## config.mk

```make
export PLATFORM = sky130hd
export DESIGN_NAME = axis_accum_scheduler_flat
export DESIGN_NICKNAME = d
export VERILOG_FILES = /design/src/rtl/axis_accum_scheduler_pkg.sv /design/src/rtl/axis_accum_scheduler_if.sv /design/src/rtl/axis_accum_scheduler_sat_accum.sv /design/src/rtl/axis_accum_scheduler.sv /design/src/flat_wrapper.sv
export SDC_FILE = /design/constraint.sdc
export NUM_CORES = 1
export LEC_CHECK = 0
export ABC_AREA = 1
export CORE_MARGIN = 3
export CORE_UTILIZATION = 50
export CTS_CLUSTER_SIZE = 28
export DETAILED_ROUTE_END_ITERATION = 10
export MAX_ROUTING_LAYER = met4
export PLACE_DENSITY = 0.77
export SLEW_MARGIN = 20
export SYNTH_ARGS = -nofsm -noshare
export SYNTH_HDL_FRONTEND = slang
export SYNTH_SLANG_ARGS = --single-unit
```

## constraint.sdc

```tcl
create_clock -name clk_in -period 8.3 [get_ports clk_in]
set_input_delay 1.66 -clock clk_in [delete_from_list [all_inputs] [get_ports clk_in]]
set_output_delay 1.66 -clock clk_in [all_outputs]
set_load 0.05 [all_outputs]
```

## src/rtl/axis_accum_scheduler_pkg.sv

```systemverilog
// Shared definitions for the axis accumulate scheduler.
//   state_t : sequencer states (IDLE, WAIT_SMP, ACC_X, ACC_Y, ACC_Z, DONE)
//   axis_t  : axis index used to steer the shared accumulator (AX_X/AX_Y/AX_Z)
//   DEF_*   : default clamp limit and increment shift
// Optional feature macro: AXIS_DEADBAND_EN (consumed by sat_accum).
package axis_pkg;

    typedef enum logic [2:0] {
        IDLE,
        WAIT_SMP,
        ACC_X,
        ACC_Y,
        ACC_Z,
        DONE
    } state_t;

    typedef enum logic [1:0] {
        AX_X = 2'd0,
        AX_Y = 2'd1,
        AX_Z = 2'd2
    } axis_t;

    localparam int DEF_LIMIT = 500;
    localparam int DEF_SHIFT = 8;

endpackage

```

## src/rtl/axis_accum_scheduler_if.sv

```systemverilog
// Sample-triple handshake between the accelerometer front end and the
// accumulate scheduler.
//   x_axis/y_axis/z_axis : signed 16-bit samples (front end -> block)
//   sample_valid         : triple valid            (front end -> block)
//   sample_ready         : block accepting a triple (block -> front end)
// Modports: master = front end, slave = scheduler.
interface axis_accum_scheduler_if;

    logic signed [15:0] x_axis;
    logic signed [15:0] y_axis;
    logic signed [15:0] z_axis;
    logic               sample_valid;
    logic               sample_ready;

    modport master (
        output x_axis,
        output y_axis,
        output z_axis,
        output sample_valid,
        input  sample_ready
    );

    modport slave (
        input  x_axis,
        input  y_axis,
        input  z_axis,
        input  sample_valid,
        output sample_ready
    );

endinterface

```

## src/rtl/axis_accum_scheduler_sat_accum.sv

```systemverilog
// sat_accum: combinational shift + optional dead zone + add + symmetric clamp.
// One instance is shared by all three axes.
//   pos_i    : current position (signed P_COUNT_W)
//   sample_i : raw sample slice (signed P_COUNT_W)
//   pos_o    : clamped new position (signed P_COUNT_W)
// Macro AXIS_DEADBAND_EN: when defined, increments with |inc| <= P_DEADBAND
// are forced to zero before the add.
module sat_accum #(
    parameter int P_COUNT_W  = 16,
    parameter int P_SHIFT    = 8,
    parameter int P_LIMIT    = 500,
    parameter int P_DEADBAND = 2
) (
    input  logic signed [P_COUNT_W-1:0] pos_i,
    input  logic signed [P_COUNT_W-1:0] sample_i,
    output logic signed [P_COUNT_W-1:0] pos_o
);

`ifdef AXIS_DEADBAND_EN
    localparam bit DB_ON = 1'b1;
`else
    localparam bit DB_ON = 1'b0;
`endif

    // One extra bit of headroom so pos + inc can never wrap before the clamp.
    logic signed [P_COUNT_W:0] smp_ext;
    logic signed [P_COUNT_W:0] pos_ext;
    logic signed [P_COUNT_W:0] inc_raw;
    logic signed [P_COUNT_W:0] inc;
    logic signed [P_COUNT_W:0] sum;

    assign smp_ext = {sample_i[P_COUNT_W-1], sample_i};
    assign pos_ext = {pos_i[P_COUNT_W-1], pos_i};
    assign inc_raw = smp_ext >>> P_SHIFT;

    // Dead zone suppresses slow drift from a sensor that never sits at exactly zero.
    always_comb begin
        inc = inc_raw;
        if (DB_ON && (int'(inc_raw) <= P_DEADBAND) && (int'(inc_raw) >= -P_DEADBAND)) begin
            inc = '0;
        end
    end

    assign sum = pos_ext + inc;

    always_comb begin
        if (int'(sum) > P_LIMIT) begin
            pos_o = P_COUNT_W'(P_LIMIT);
        end else if (int'(sum) < -P_LIMIT) begin
            pos_o = P_COUNT_W'(-P_LIMIT);
        end else begin
            pos_o = sum[P_COUNT_W-1:0];
        end
    end

endmodule

```

## src/rtl/axis_accum_scheduler.sv

```systemverilog
// axis_accum_scheduler: on each programmable tick, fetches one X/Y/Z sample
// triple over a valid/ready handshake and runs the three axes one after the
// other through a single saturating accumulator, producing clamped positions.
// Ports:
//   clk_in, rst_in (async, active-high), tick_div_in (period-1), clr_in
//   smp_if (slave)   : sample triple handshake
//   pos_x/y/z_out    : clamped signed positions
//   tick_out         : 1-cycle tick pulse
//   upd_valid_out    : 1-cycle pulse once all three positions are updated
//   busy_out         : sequencer not idle
//   overrun_out      : sticky, a tick arrived while busy
// Macro AXIS_DEADBAND_EN enables the increment dead zone in sat_accum.
module axis_accum_scheduler
    import axis_pkg::*;
#(
    parameter int P_COUNT_W  = 16,
    parameter int P_DIV_W    = 23,
    parameter int P_SHIFT    = DEF_SHIFT,
    parameter int P_LIMIT    = DEF_LIMIT,
    parameter int P_DEADBAND = 2
) (
    input  logic                        clk_in,
    input  logic                        rst_in,
    input  logic [P_DIV_W-1:0]          tick_div_in,
    input  logic                        clr_in,
    axis_accum_scheduler_if.slave       smp_if,
    output logic signed [P_COUNT_W-1:0] pos_x_out,
    output logic signed [P_COUNT_W-1:0] pos_y_out,
    output logic signed [P_COUNT_W-1:0] pos_z_out,
    output logic                        tick_out,
    output logic                        upd_valid_out,
    output logic                        busy_out,
    output logic                        overrun_out
);

    // ---------------- tick divider ----------------
    logic [P_DIV_W-1:0] div_cnt_q, div_cnt_d;
    logic               tick_q, tick_d;

    // A period shortened below the current count restarts the count without a tick.
    always_comb begin
        tick_d    = 1'b0;
        div_cnt_d = div_cnt_q + P_DIV_W'(1);
        if (div_cnt_q == tick_div_in) begin
            tick_d    = 1'b1;
            div_cnt_d = '0;
        end else if (div_cnt_q > tick_div_in) begin
            div_cnt_d = '0;
        end
    end

    always_ff @(posedge clk_in or posedge rst_in) begin
        if (rst_in) begin
            div_cnt_q <= '0;
            tick_q    <= 1'b0;
        end else begin
            div_cnt_q <= div_cnt_d;
            tick_q    <= tick_d;
        end
    end

    // ---------------- shared accumulator ----------------
    state_t                      state_q;
    logic                        ready_q;
    logic                        busy_q;
    logic                        upd_q;
    logic                        overrun_q;
    logic signed [P_COUNT_W-1:0] pos_q [3];
    logic signed [P_COUNT_W-1:0] smp_q [3];

    axis_t                       axis_sel;
    logic signed [P_COUNT_W-1:0] acc_pos;
    logic signed [P_COUNT_W-1:0] acc_smp;
    logic signed [P_COUNT_W-1:0] acc_res;

    always_comb begin
        axis_sel = AX_X;
        case (state_q)
            ACC_Y:   axis_sel = AX_Y;
            ACC_Z:   axis_sel = AX_Z;
            default: axis_sel = AX_X;
        endcase
    end

    assign acc_pos = pos_q[axis_sel];
    assign acc_smp = smp_q[axis_sel];

    sat_accum #(
        .P_COUNT_W  (P_COUNT_W),
        .P_SHIFT    (P_SHIFT),
        .P_LIMIT    (P_LIMIT),
        .P_DEADBAND (P_DEADBAND)
    ) u_sat_accum (
        .pos_i    (acc_pos),
        .sample_i (acc_smp),
        .pos_o    (acc_res)
    );

    // ---------------- sequencer ----------------
    // ready/busy/upd are registered alongside the state so they change
    // exactly with the state they describe.
    always_ff @(posedge clk_in or posedge rst_in) begin
        if (rst_in) begin
            state_q   <= IDLE;
            ready_q   <= 1'b0;
            busy_q    <= 1'b0;
            upd_q     <= 1'b0;
            overrun_q <= 1'b0;
            for (int i = 0; i < 3; i++) begin
                pos_q[i] <= '0;
                smp_q[i] <= '0;
            end
        end else if (clr_in) begin
            // Abort: any tick this cycle is swallowed, overrun untouched.
            state_q <= IDLE;
            ready_q <= 1'b0;
            busy_q  <= 1'b0;
            upd_q   <= 1'b0;
            for (int i = 0; i < 3; i++) begin
                pos_q[i] <= '0;
            end
        end else begin
            upd_q <= 1'b0;
            if (tick_q && (state_q != IDLE)) begin
                overrun_q <= 1'b1;
            end
            case (state_q)
                IDLE: begin
                    if (tick_q) begin
                        state_q <= WAIT_SMP;
                        ready_q <= 1'b1;
                        busy_q  <= 1'b1;
                    end
                end
                WAIT_SMP: begin
                    if (smp_if.sample_valid) begin
                        smp_q[AX_X] <= smp_if.x_axis[P_COUNT_W-1:0];
                        smp_q[AX_Y] <= smp_if.y_axis[P_COUNT_W-1:0];
                        smp_q[AX_Z] <= smp_if.z_axis[P_COUNT_W-1:0];
                        state_q     <= ACC_X;
                        ready_q     <= 1'b0;
                    end
                end
                ACC_X: begin
                    pos_q[AX_X] <= acc_res;
                    state_q     <= ACC_Y;
                end
                ACC_Y: begin
                    pos_q[AX_Y] <= acc_res;
                    state_q     <= ACC_Z;
                end
                ACC_Z: begin
                    pos_q[AX_Z] <= acc_res;
                    state_q     <= DONE;
                    upd_q       <= 1'b1;
                end
                DONE: begin
                    state_q <= IDLE;
                    busy_q  <= 1'b0;
                end
                default: begin
                    state_q <= IDLE;
                    ready_q <= 1'b0;
                    busy_q  <= 1'b0;
                end
            endcase
        end
    end

    assign smp_if.sample_ready = ready_q;
    assign pos_x_out           = pos_q[AX_X];
    assign pos_y_out           = pos_q[AX_Y];
    assign pos_z_out           = pos_q[AX_Z];
    assign tick_out            = tick_q;
    assign upd_valid_out       = upd_q;
    assign busy_out            = busy_q;
    assign overrun_out         = overrun_q;

endmodule
```

## src/flat_wrapper.sv

```systemverilog
// flat-port wrapper written by rule: the top's interface ports become plain ports
module axis_accum_scheduler_flat import axis_pkg::*;
#(
    parameter int P_COUNT_W  = 16,
    parameter int P_DIV_W    = 23,
    parameter int P_SHIFT    = DEF_SHIFT,
    parameter int P_LIMIT    = DEF_LIMIT,
    parameter int P_DEADBAND = 2
)
  (clk_in, rst_in, tick_div_in, clr_in, pos_x_out, pos_y_out, pos_z_out, tick_out, upd_valid_out, busy_out, overrun_out, smp_if_x_axis, smp_if_y_axis, smp_if_z_axis, smp_if_sample_valid, smp_if_sample_ready);
  axis_accum_scheduler_if smp_if_i ();
  input  logic clk_in;
  input  logic rst_in;
  input  logic [P_DIV_W-1:0] tick_div_in;
  input  logic clr_in;
  output logic signed [P_COUNT_W-1:0] pos_x_out;
  output logic signed [P_COUNT_W-1:0] pos_y_out;
  output logic signed [P_COUNT_W-1:0] pos_z_out;
  output logic tick_out;
  output logic upd_valid_out;
  output logic busy_out;
  output logic overrun_out;
  input wire logic [$bits(smp_if_i.x_axis)-1:0] smp_if_x_axis;
  input wire logic [$bits(smp_if_i.y_axis)-1:0] smp_if_y_axis;
  input wire logic [$bits(smp_if_i.z_axis)-1:0] smp_if_z_axis;
  input wire logic [$bits(smp_if_i.sample_valid)-1:0] smp_if_sample_valid;
  output wire logic [$bits(smp_if_i.sample_ready)-1:0] smp_if_sample_ready;
  assign smp_if_i.x_axis = smp_if_x_axis;
  assign smp_if_i.y_axis = smp_if_y_axis;
  assign smp_if_i.z_axis = smp_if_z_axis;
  assign smp_if_i.sample_valid = smp_if_sample_valid;
  assign smp_if_sample_ready = smp_if_i.sample_ready;
  axis_accum_scheduler #(.P_COUNT_W(P_COUNT_W), .P_DIV_W(P_DIV_W), .P_SHIFT(P_SHIFT), .P_LIMIT(P_LIMIT), .P_DEADBAND(P_DEADBAND)) u_core (.clk_in(clk_in), .rst_in(rst_in), .tick_div_in(tick_div_in), .clr_in(clr_in), .smp_if(smp_if_i), .pos_x_out(pos_x_out), .pos_y_out(pos_y_out), .pos_z_out(pos_z_out), .tick_out(tick_out), .upd_valid_out(upd_valid_out), .busy_out(busy_out), .overrun_out(overrun_out));
endmodule
```

==> results.txt <==
Outcome: completed
Synth warnings: 0
Sum of overflow across all layers after global routing: 0
Worst hold slack across all endpoints: 0.485 ns
Pin count of the biggest net entering global routing: 59
Crit path time final: 4.50 ns
Die extent in y: 123 um
Number of cells in the finished layout apart from fillers: 1229
Routability congestion estimate: 0.966
Drt wl/cell: 15.0 um
Slew at the pin closest to its max-slew limit: 0.958 ns
TNS Setup: 0 ns
CP arrival: 4.80 ns
Dpl cells: 1214
GRT Util Overall: 26.5%
Yosys reg bits: 103
Effective utilization at floorplan: 51.4%
Via count of the first global-routing pass: 6271
FFs w/ async S/R, synth: 100%
Setup clock skew after layout: 0.00922 ns
Class of the most critical hold timing path: reg -> reg
Total number of vias: 6599
CTS tree: yes
Ratio of final minimum period to clock period: 54.2%
Distinct cell type count of the synthesized netlist: 44
Count of TritonRoute iterations in the first routing pass: 5
Buffers plus inverters on the worst setup path: 7
Top achievable clock speed: 222 MHz
Clk sink count: 103
Critical Path Start Type: register
Largest stage delay on the critical path: 0.42 ns
Antenna violations before repair: 0
Cell area after synthesis: 6840 um^2
Peak supply drop: 0.000175 V
PwrDens: 322 nW/um^2
Number of H-tree levels: 3
Predominant post-synthesis flop cell: dfrtp_1
Number of inserted diodes: 0
Hold-fix buffer count after cts: 0
Commonest cells after routing, fill and taps aside: nand2_1 (285), inv_1 (133), clkdlybuf4s50_1 (103), dfrtp_1 (103), nor2_1 (81)
Total length of routed wires: 18500 um
Number of enable flip-flop cells after synthesis: 0
Number of instances resized during post-cts repair: 0
Number of nets in the layout: 1165
First DRT Iteration DRCs: 593
Max-slew violation count: 0
Family with the most delay on the worst path: simple AND/OR/NAND/NOR gates
Clk Latency, worst-skew pair: 0.36 ns
Final setup violation count: 0
Final Hold Vio Count: 0
Required time at the worst-slack endpoint: 8.60 ns
Std-Cell Core Area: 13300 um^2
DIE WIDTH: 123 um
Crit path max fanout: 36
Post-CTS setup buffer count: 0
Slowest cell on the critical path: fa_1
Most common cell after layout, fill and taps aside: nand2_1
# IOs: 128
Deepest clock path buffer count: 2
Design Power: 0.00270 W
Kind of end point of the critical path: register
CTS Buf Count: 9
Share of post-route cells with drive strength above 1: 7.22%
Total die area: 15100 um^2
Buffer cell driving the clock tree root: clkbuf_16
Unrepaired setup endpoints after global routing: no
Placement Rows: 42
Antenna violation net count after detailed routing: 0
Max Cap Violations: 0
Number of remaining DRC errors: 0
Post-Synthesis Mean Instance Area: 7.21 um^2
Most used cell, CP: nand2_1
Syn Nets: 1064
Wire length of the first global-routing pass: 30500 um
Synthesized instance count: 948
Clock input transition at the sequential cells of the worst setup and hold paths: 0.07 ns
Relative slew slack: 36.0%
Leakage power of the design: 4.29 nW
Setup Crit Path Kind: reg -> reg
Detailed-route vias per instance: 5.37
Total of buffers placed on input and output ports: 103
Half-perimeter wire length of the detailed placement result: 13700 um
Synth-to-Final Area Change: 22.6%
Sequential fraction of the synthesis area: 37.7%
routing by layer:
metal / share of wire (%) / up-vias / global-route usage, %
met1: 45 / 3102 / 36.6
met3: 6.3 / 27 / 4.62
met2: 47 / 203 / 40.2
li1: - / 3267 / -
met4: 1.8 / 0 / 8.33
met5: 0 / - / -
cells in the mapped netlist, drive strengths merged (6+ instances only):
| library cell | instances | share of area (%) |
|---|---|---|
| nand2 | 296 | 17 |
| inv | 135 | 7.4 |
| dfrtp | 103 | 38 |
| nor2 | 87 | 5.1 |
| nand3 | 72 | 5.4 |
| o21ai | 64 | 4.7 |
| ha | 40 | 7.3 |
| mux2 | 23 | 3.8 |
| a21oi | 21 | 1.6 |
| nand4 | 18 | 1.6 |
| clkbuf | 14 | 0.82 |
| nor3 | 13 | 1.0 |
| nor4 | 10 | 1.0 |
| a211oi | 7 | 0.77 |
| buf | 7 | 0.66 |
| o22ai | 7 | 0.64 |
| and2 | 6 | 0.55 |
logic make-up after synthesis:
family / after synthesis / synth area share (%)
xor+xnor: 7 / 1.01
mux: 23 / 3.79
compound gates: 107 / 8.64
flops: 103 / 37.7
fa+ha+maj: 41 / 7.61
buf+inv: 158 / 9.01
simple gates: 509 / 32.2
worst paths after layout:
path                                    start                   end  slack [ns]  cells after the start
max                         u_core.state_q[0]   u_core.pos_y_out[0]        3.80                     29
min                        u_core.overrun_out    u_core.overrun_out        0.49                      1
max reg2reg                 u_core.state_q[0]   u_core.pos_y_out[0]        3.80                     29
min reg2reg                u_core.overrun_out    u_core.overrun_out        0.49                      1
max in group asynchronous              rst_in  u_core.pos_z_out[12]        5.42                      3
min in group asynchronous              rst_in      u_core.smp_q[41]        1.72                      2
metrics by stage:
stage / util [%] / area [um^2] / setup slack [ns]
global route: 63.0 / 8380 / 3.38
finish: 63.0 / 8380 / 3.80
global placement: 60.6 / 8050 / 3.46
floorplan: - / 6840 / 3.94
detailed placement: 60.6 / 8050 / 3.41
CTS: 63.0 / 8370 / 3.79
report_power, final:
group          leakage (nW)  internal (W)  switching (W)
sequential             1.36      0.000617      0.0000851
combinational          2.78      0.000518        0.00101
clock                 0.155      0.000271       0.000190
registers in the layout, indices dropped and copies added, names as in the netlist:
name                        flops
u_core.smp_q                   24
u_core.pos_y_out               16
u_core.busy_out                 1
u_core.div_cnt_q               23
u_core.pos_z_out               16
u_core.pos_x_out               16
u_core.tick_out                 1
u_core.overrun_out              1
u_core.upd_valid_out            1
u_core.smp_if.sample_ready      1
u_core.state_q                  3
final cells by class:
class                      count  area, um^2
multi-input combinational    687        3650
clock buffer                  10         239
inverter                     137         517
timing repair buffer         111        1090
sequential                   103        2580
tap                          176         220
fill                        1205        4920
clock inverter                 5        81.3
worst reg2reg max path, delay by kind of cell (launching register included):
| family | cells | cell delay, ns |
|---|---|---|
| buffers and inverters | 7 | 1.41 |
| AND/OR/NAND/NOR | 20 | 1.95 |
| adder cells (fa/ha/maj) | 2 | 0.69 |
| flip-flops | 1 | 0.39 |
(Power assumes the default switching activity.)
==> variant 1 (same settings) <==
The 6 states of `state_t` get a one-hot encoding in 6 bits.
--- a/src/rtl/axis_accum_scheduler_pkg.sv
+++ b/src/rtl/axis_accum_scheduler_pkg.sv
@@ -7,9 +7,9 @@
 
-    typedef enum logic [2:0] {
-        IDLE,
-        WAIT_SMP,
-        ACC_X,
-        ACC_Y,
-        ACC_Z,
-        DONE
+    typedef enum logic [5:0] {
+        IDLE     = 6'b000001,
+        WAIT_SMP = 6'b000010,
+        ACC_X    = 6'b000100,
+        ACC_Y    = 6'b001000,
+        ACC_Z    = 6'b010000,
+        DONE     = 6'b100000
     } state_t;
Check against the original RTL: same outputs for any inputs over 10 cycles, from zero or initial values and one cycle with rst_in high; not proved beyond that.
==> variant 1 against the unedited design <==
- wire length fell by 7.6%
- design area fell by 2.1%
- die area fell by 1.5%
- clock power fell by 13%
- area after synthesis fell by 1.6%
- total power fell by 32%
- via count fell by 3.4%
- sequential cell count rose by 3
- setup slack got worse by 360 ps
- count of clock-buffer cells in the layout rose by 1
- non-clock buffer count fell by 1
- clock skew fell by 1.4 ps
- critical path depth fell by 8
- critical path type unchanged
- largest power group unchanged
==> variant 1: results (changes against the unedited design) <==
status finished clean (unchanged); Signal buffers 110 (was 111); vias in the first global route 5,909 (was 6,271); clock group total power 0.402 mW (was 0.461 mW); non-filler cells, final 1,225 (was 1,229); Leakage 4.44 nW (was 4.29 nW); gp weighted congestion 0.959 (was 0.966); Seq pwr share 35.3% (was 26.0%); filler cell count 1,158 (was 1,205); Critical Path AT 5110 ps (was 4800 ps); vias per inst 5.21 (was 5.37); worst hold start u_core.smp_q[15] (was u_core.overrun_out); clock buf count 11 (was 10); largest fanout on the critical path 32 (was 36); Syn Area/Cell 7.07 µm² (was 7.21 µm²); clk_skew 7.80 ps (was 9.22 ps); Placed Cells 1,209 (was 1,214); share of cells above drive strength 1 4.08% (was 7.22%); Synthesized Nets 1,068 (was 1,064); Distinct cells, synth 40 (was 44); multi-input logic area 3500 µm² (was 3650 µm²); worst IR drop on VDD 0.130 mV (was 0.175 mV); Hold Crit Depth 2 (was 1); register area 2650 µm² (was 2580 µm²); post-DP HPWL 12,600 µm (was 13,700 µm); clock-cell share of area 3.31% (was 3.82%); first-pass GRT wire length 28,500 µm (was 30,500 µm); flip-flop and latch count 106 (was 103); Reg-to-Reg End u_core.pos_y_out[4] (was u_core.pos_y_out[0]); reg2reg path depth 21 (was 29); slowest cell delay on critical path 900 ps (was 420 ps); Inverters excl. clock 129 (was 137); ranking of synthesized cells by area dfrtp_1 39%, nand2_1 18%, ha_1 7.4% (was dfrtp_1 38%, nand2_1 16%, inv_1 7.4%); Multi-In Gates 692 (was 687); P per Cell Area 225 nW/µm² (was 322 nW/µm²); headroom to the max-slew limit 30.5% (was 36.0%); r2r setup slk 3440 ps (was 3800 ps)
==> variant 1: cell types whose count changed in the layout (fill, tap and decap cells not counted), moves of 11 or more <==
cell,before,now
o21ai_0,61,23
mux2_2,23,0
nand2_1,285,317
inv_1,133,122
a21oi_1,20,43
nor3_1,12,42
==> variant 1: how the worst max path moves through the flow <==
stage / slack, ps / to / start
after floorplan: 3850 / u_core.busy_out / rst_in
after global placement: 3710 / u_core.pos_y_out[1] / u_core.state_q[0]
after detailed placement: 3690 / u_core.pos_y_out[2] / u_core.state_q[0]
after CTS: 3630 / u_core.pos_y_out[1] / u_core.state_q[0]
after global routing: 3000 / u_core.pos_y_out[1] / u_core.state_q[1]
final: 3440 / u_core.pos_y_out[4] / u_core.state_q[1]
==> variant 1: through the flow <==
step	area (µm²)	worst slack [ps]	total power, mW	hold WS, ps	util (%)
3_5_place_dp	7940	3690	1.44	454	61.6
3_3_place_gp	7940	3710	1.43	450	61.6
6_report	8210	3440	1.84	473	63.7
4_1_cts	8210	3630	1.85	471	63.7
2_1_floorplan	6730	3850	1.23	437	-
5_1_grt	8210	3000	1.98	493	63.7
==> variant 1: layer usage <==
layer,vias up,wire length (µm),GRT usage (%)
met5,-,0,-
met4,0,198,6.79
met3,19,790,4.32
met2,149,8250,37.9
met1,2974,7850,33.6
li1,3235,-,-
==> variant 1: cell families (layout without fill, tap and decap cells) <==
family	after synthesis	after routing	share of synthesized area (%)
AO/OA/AOI/OAI	83	83	7.03
multiplexers	1	1	0.149
buffers and inverters	154	255	8.68
adder cells (fa/ha/maj)	41	41	7.74
flip-flops	106	106	39.4
XOR/XNOR	17	17	2.32
AND/OR/NAND/NOR	550	550	34.6
==> variant 2 (same settings) <==
Made on the original files. `P_DIV_W` is set to 23 in 2 places; all go to 46.
--- a/src/rtl/axis_accum_scheduler.sv
+++ b/src/rtl/axis_accum_scheduler.sv
@@ -16,3 +16,3 @@
     parameter int P_COUNT_W  = 16,
-    parameter int P_DIV_W    = 23,
+    parameter int P_DIV_W    = 46,
     parameter int P_SHIFT    = DEF_SHIFT,
--- a/src/flat_wrapper.sv
+++ b/src/flat_wrapper.sv
@@ -4,3 +4,3 @@
     parameter int P_COUNT_W  = 16,
-    parameter int P_DIV_W    = 23,
+    parameter int P_DIV_W    = 46,
     parameter int P_SHIFT    = DEF_SHIFT,
Ports: changed (resized tick_div_in); port bits go from 128 to 151. The function was not compared with the original's and may differ.
==> variant 2 against the unedited design <==
- non-clock buffer count up 24
- wire length up 31%
- total power up 23%
- sequential power up 18%
- area after synthesis up 28%
- sequential share of layout area down 2.1 points
- sequential cell count up 23
- setup slack better by 360 ps
- utilization up 2.2 points
- design area up 31%
- critical path type unchanged
- highest routed layer unchanged
==> variant 2: results (changes against the unedited design) <==
Synth Register Bits 126 (was 103); Final #Nets 1,507 (was 1,165); pin count of the biggest net entering global routing 87 (was 59); vias in the first global route 8,323 (was 6,271); Leakage 5.49 nW (was 4.29 nW); filler cell count 1,441 (was 1,205); first-pass GRT wire length 40,800 µm (was 30,500 µm); share of cells above drive strength 1 7.22% (about the same); Placement Setup Slack 3880 ps (was 3410 ps); top cells by count, synth 332 x nand2_1, 183 x inv_1, 136 x nor2_1, 126 x dfrtp_1, 65 x o21ai_0 (was 285 x nand2_1, 134 x inv_1, 103 x dfrtp_1, 81 x nor2_1, 70 x nand3_1); WL final 24,300 µm (was 18,500 µm); gr usage total 26.7% (was 26.5%); Area after DPL 10,300 µm² (was 8050 µm²); port bufs 126 (was 103); Worst Hold End u_core.div_cnt_q[0] (was u_core.overrun_out); Skew-Pair Late Insertion Delay 430 ps (was 360 ps); H-tree levels 4 (was 3); switching share of total power 42.4% (was 47.8%); non-filler cells, final 1,578 (was 1,229); Distinct cells, synth 46 (was 44); gp weighted congestion 0.954 (was 0.966); headroom to the max-slew limit 41.2% (was 36.0%); biggest registers after layout u_core.div_cnt_q: 46 flops, u_core.smp_q: 24 flops (was u_core.smp_q: 24 flops, u_core.div_cnt_q: 23 flops); r2r setup slk 4160 ps (was 3800 ps); Syn Area/Cell 7.22 µm² (was 7.21 µm²); ranking of synthesized cells by area dfrtp_1 36%, nand2_1 14%, ha_1 9.0% (was dfrtp_1 38%, nand2_1 16%, inv_1 7.4%); Reg-to-Reg End u_core.pos_x_out[1] (was u_core.pos_y_out[0]); clock buffer count from CTS 17 (was 9); status finished clean (unchanged); vias per inst 5.36 (was 5.37); worst IR drop on VDD 0.224 mV (was 0.175 mV); Iter 0 DRT Violations 636 (was 593); clk_skew 10.5 ps (was 9.22 ps); worst hold start u_core.div_cnt_q[0] (was u_core.overrun_out); Synthesized Nets 1,375 (was 1,064); Critical Path AT 4510 ps (was 4800 ps)
==> variant 2: cell type report <==
class | count | share of cell area, %
flip-flops and latches | 126 | 28.7
repair buffers | 135 | 12.1
multi-input cells | 874 | 43.6
well taps | 220 | 2.50
inverters | 191 | 6.54
clock inverters | 14 | 2.60
clock buffers | 18 | 3.99
==> variant 2: cell families after synthesis <==
| logic type | share of synthesized area, % |
|---|---|
| xor gates and xnor gates | 3.50 |
| buffers and inverters | 9.29 |
| DFF | 36.0 |
| adders and majority gates | 9.24 |
| muxes | 3.09 |
| AOI/OAI and AO/OA | 7.21 |
| and+or+nand+nor | 31.7 |
==> variant 2: how the worst max path moves through the flow <==
stage	from	endpoint	slack (ps)	cells past startpoint
floorplan	rst_in	u_core.busy_out	3280	1
global placement	tick_div_in[21]	u_core.div_cnt_q[20]	3940	11
detailed placement	tick_div_in[29]	u_core.div_cnt_q[12]	3880	11
CTS	u_core.state_q[2]	u_core.pos_x_out[1]	4200	21
global route	u_core.state_q[0]	u_core.pos_x_out[1]	3780	22
finish	u_core.state_q[2]	u_core.pos_x_out[1]	4160	22
==> variant 2: per-stage QoR <==
step,utilization [%],hold slack (ps)
final,65.2,491
after global routing,65.2,517
after CTS,65.1,492
after detailed placement,60.8,470
after global placement,60.8,450
after floorplan,-,454
==> variant 2: metal layers <==
layer / GRT usage [%] / vias up / part of all wire [%]
li1: - / 4152 / -
met1: 33.7 / 3955 / 43
met2: 44.1 / 313 / 49
met3: 4.59 / 42 / 5.9
met4: 8.27 / 0 / 2.2
met5: - / - / 0
==> variant 2: critical path, cell delays in order (launching register included) <==
cell,delay (ps)
dfrtp_1,460
nor3_4,190
buf_4,370
inv_1,240
buf_4,270
nor2_1,100
o21ai_0,90
buf_4,190
ha_1,410
nand2_1,120
nor2_1,230
nand3_1,120
nand3_1,100
nand2_1,60
nand2_1,70
nand3b_1,70
nor2_1,170
nand2_1,90
nand2_2,200
nand2_1,140
nor2_2,210
nand2_1,90
nand2_1,60
==> variant 2: power groups by stage <==
stage	Clock, mW	Combinational [mW]	Sequential, mW
6_report	0.929	1.57	0.826
5_1_grt	0.964	1.77	0.842
4_1_cts	0.935	1.56	0.823
3_5_place_dp	0	1.54	0.831
3_3_place_gp	0	1.52	0.829
2_1_floorplan	0	0.987	0.963
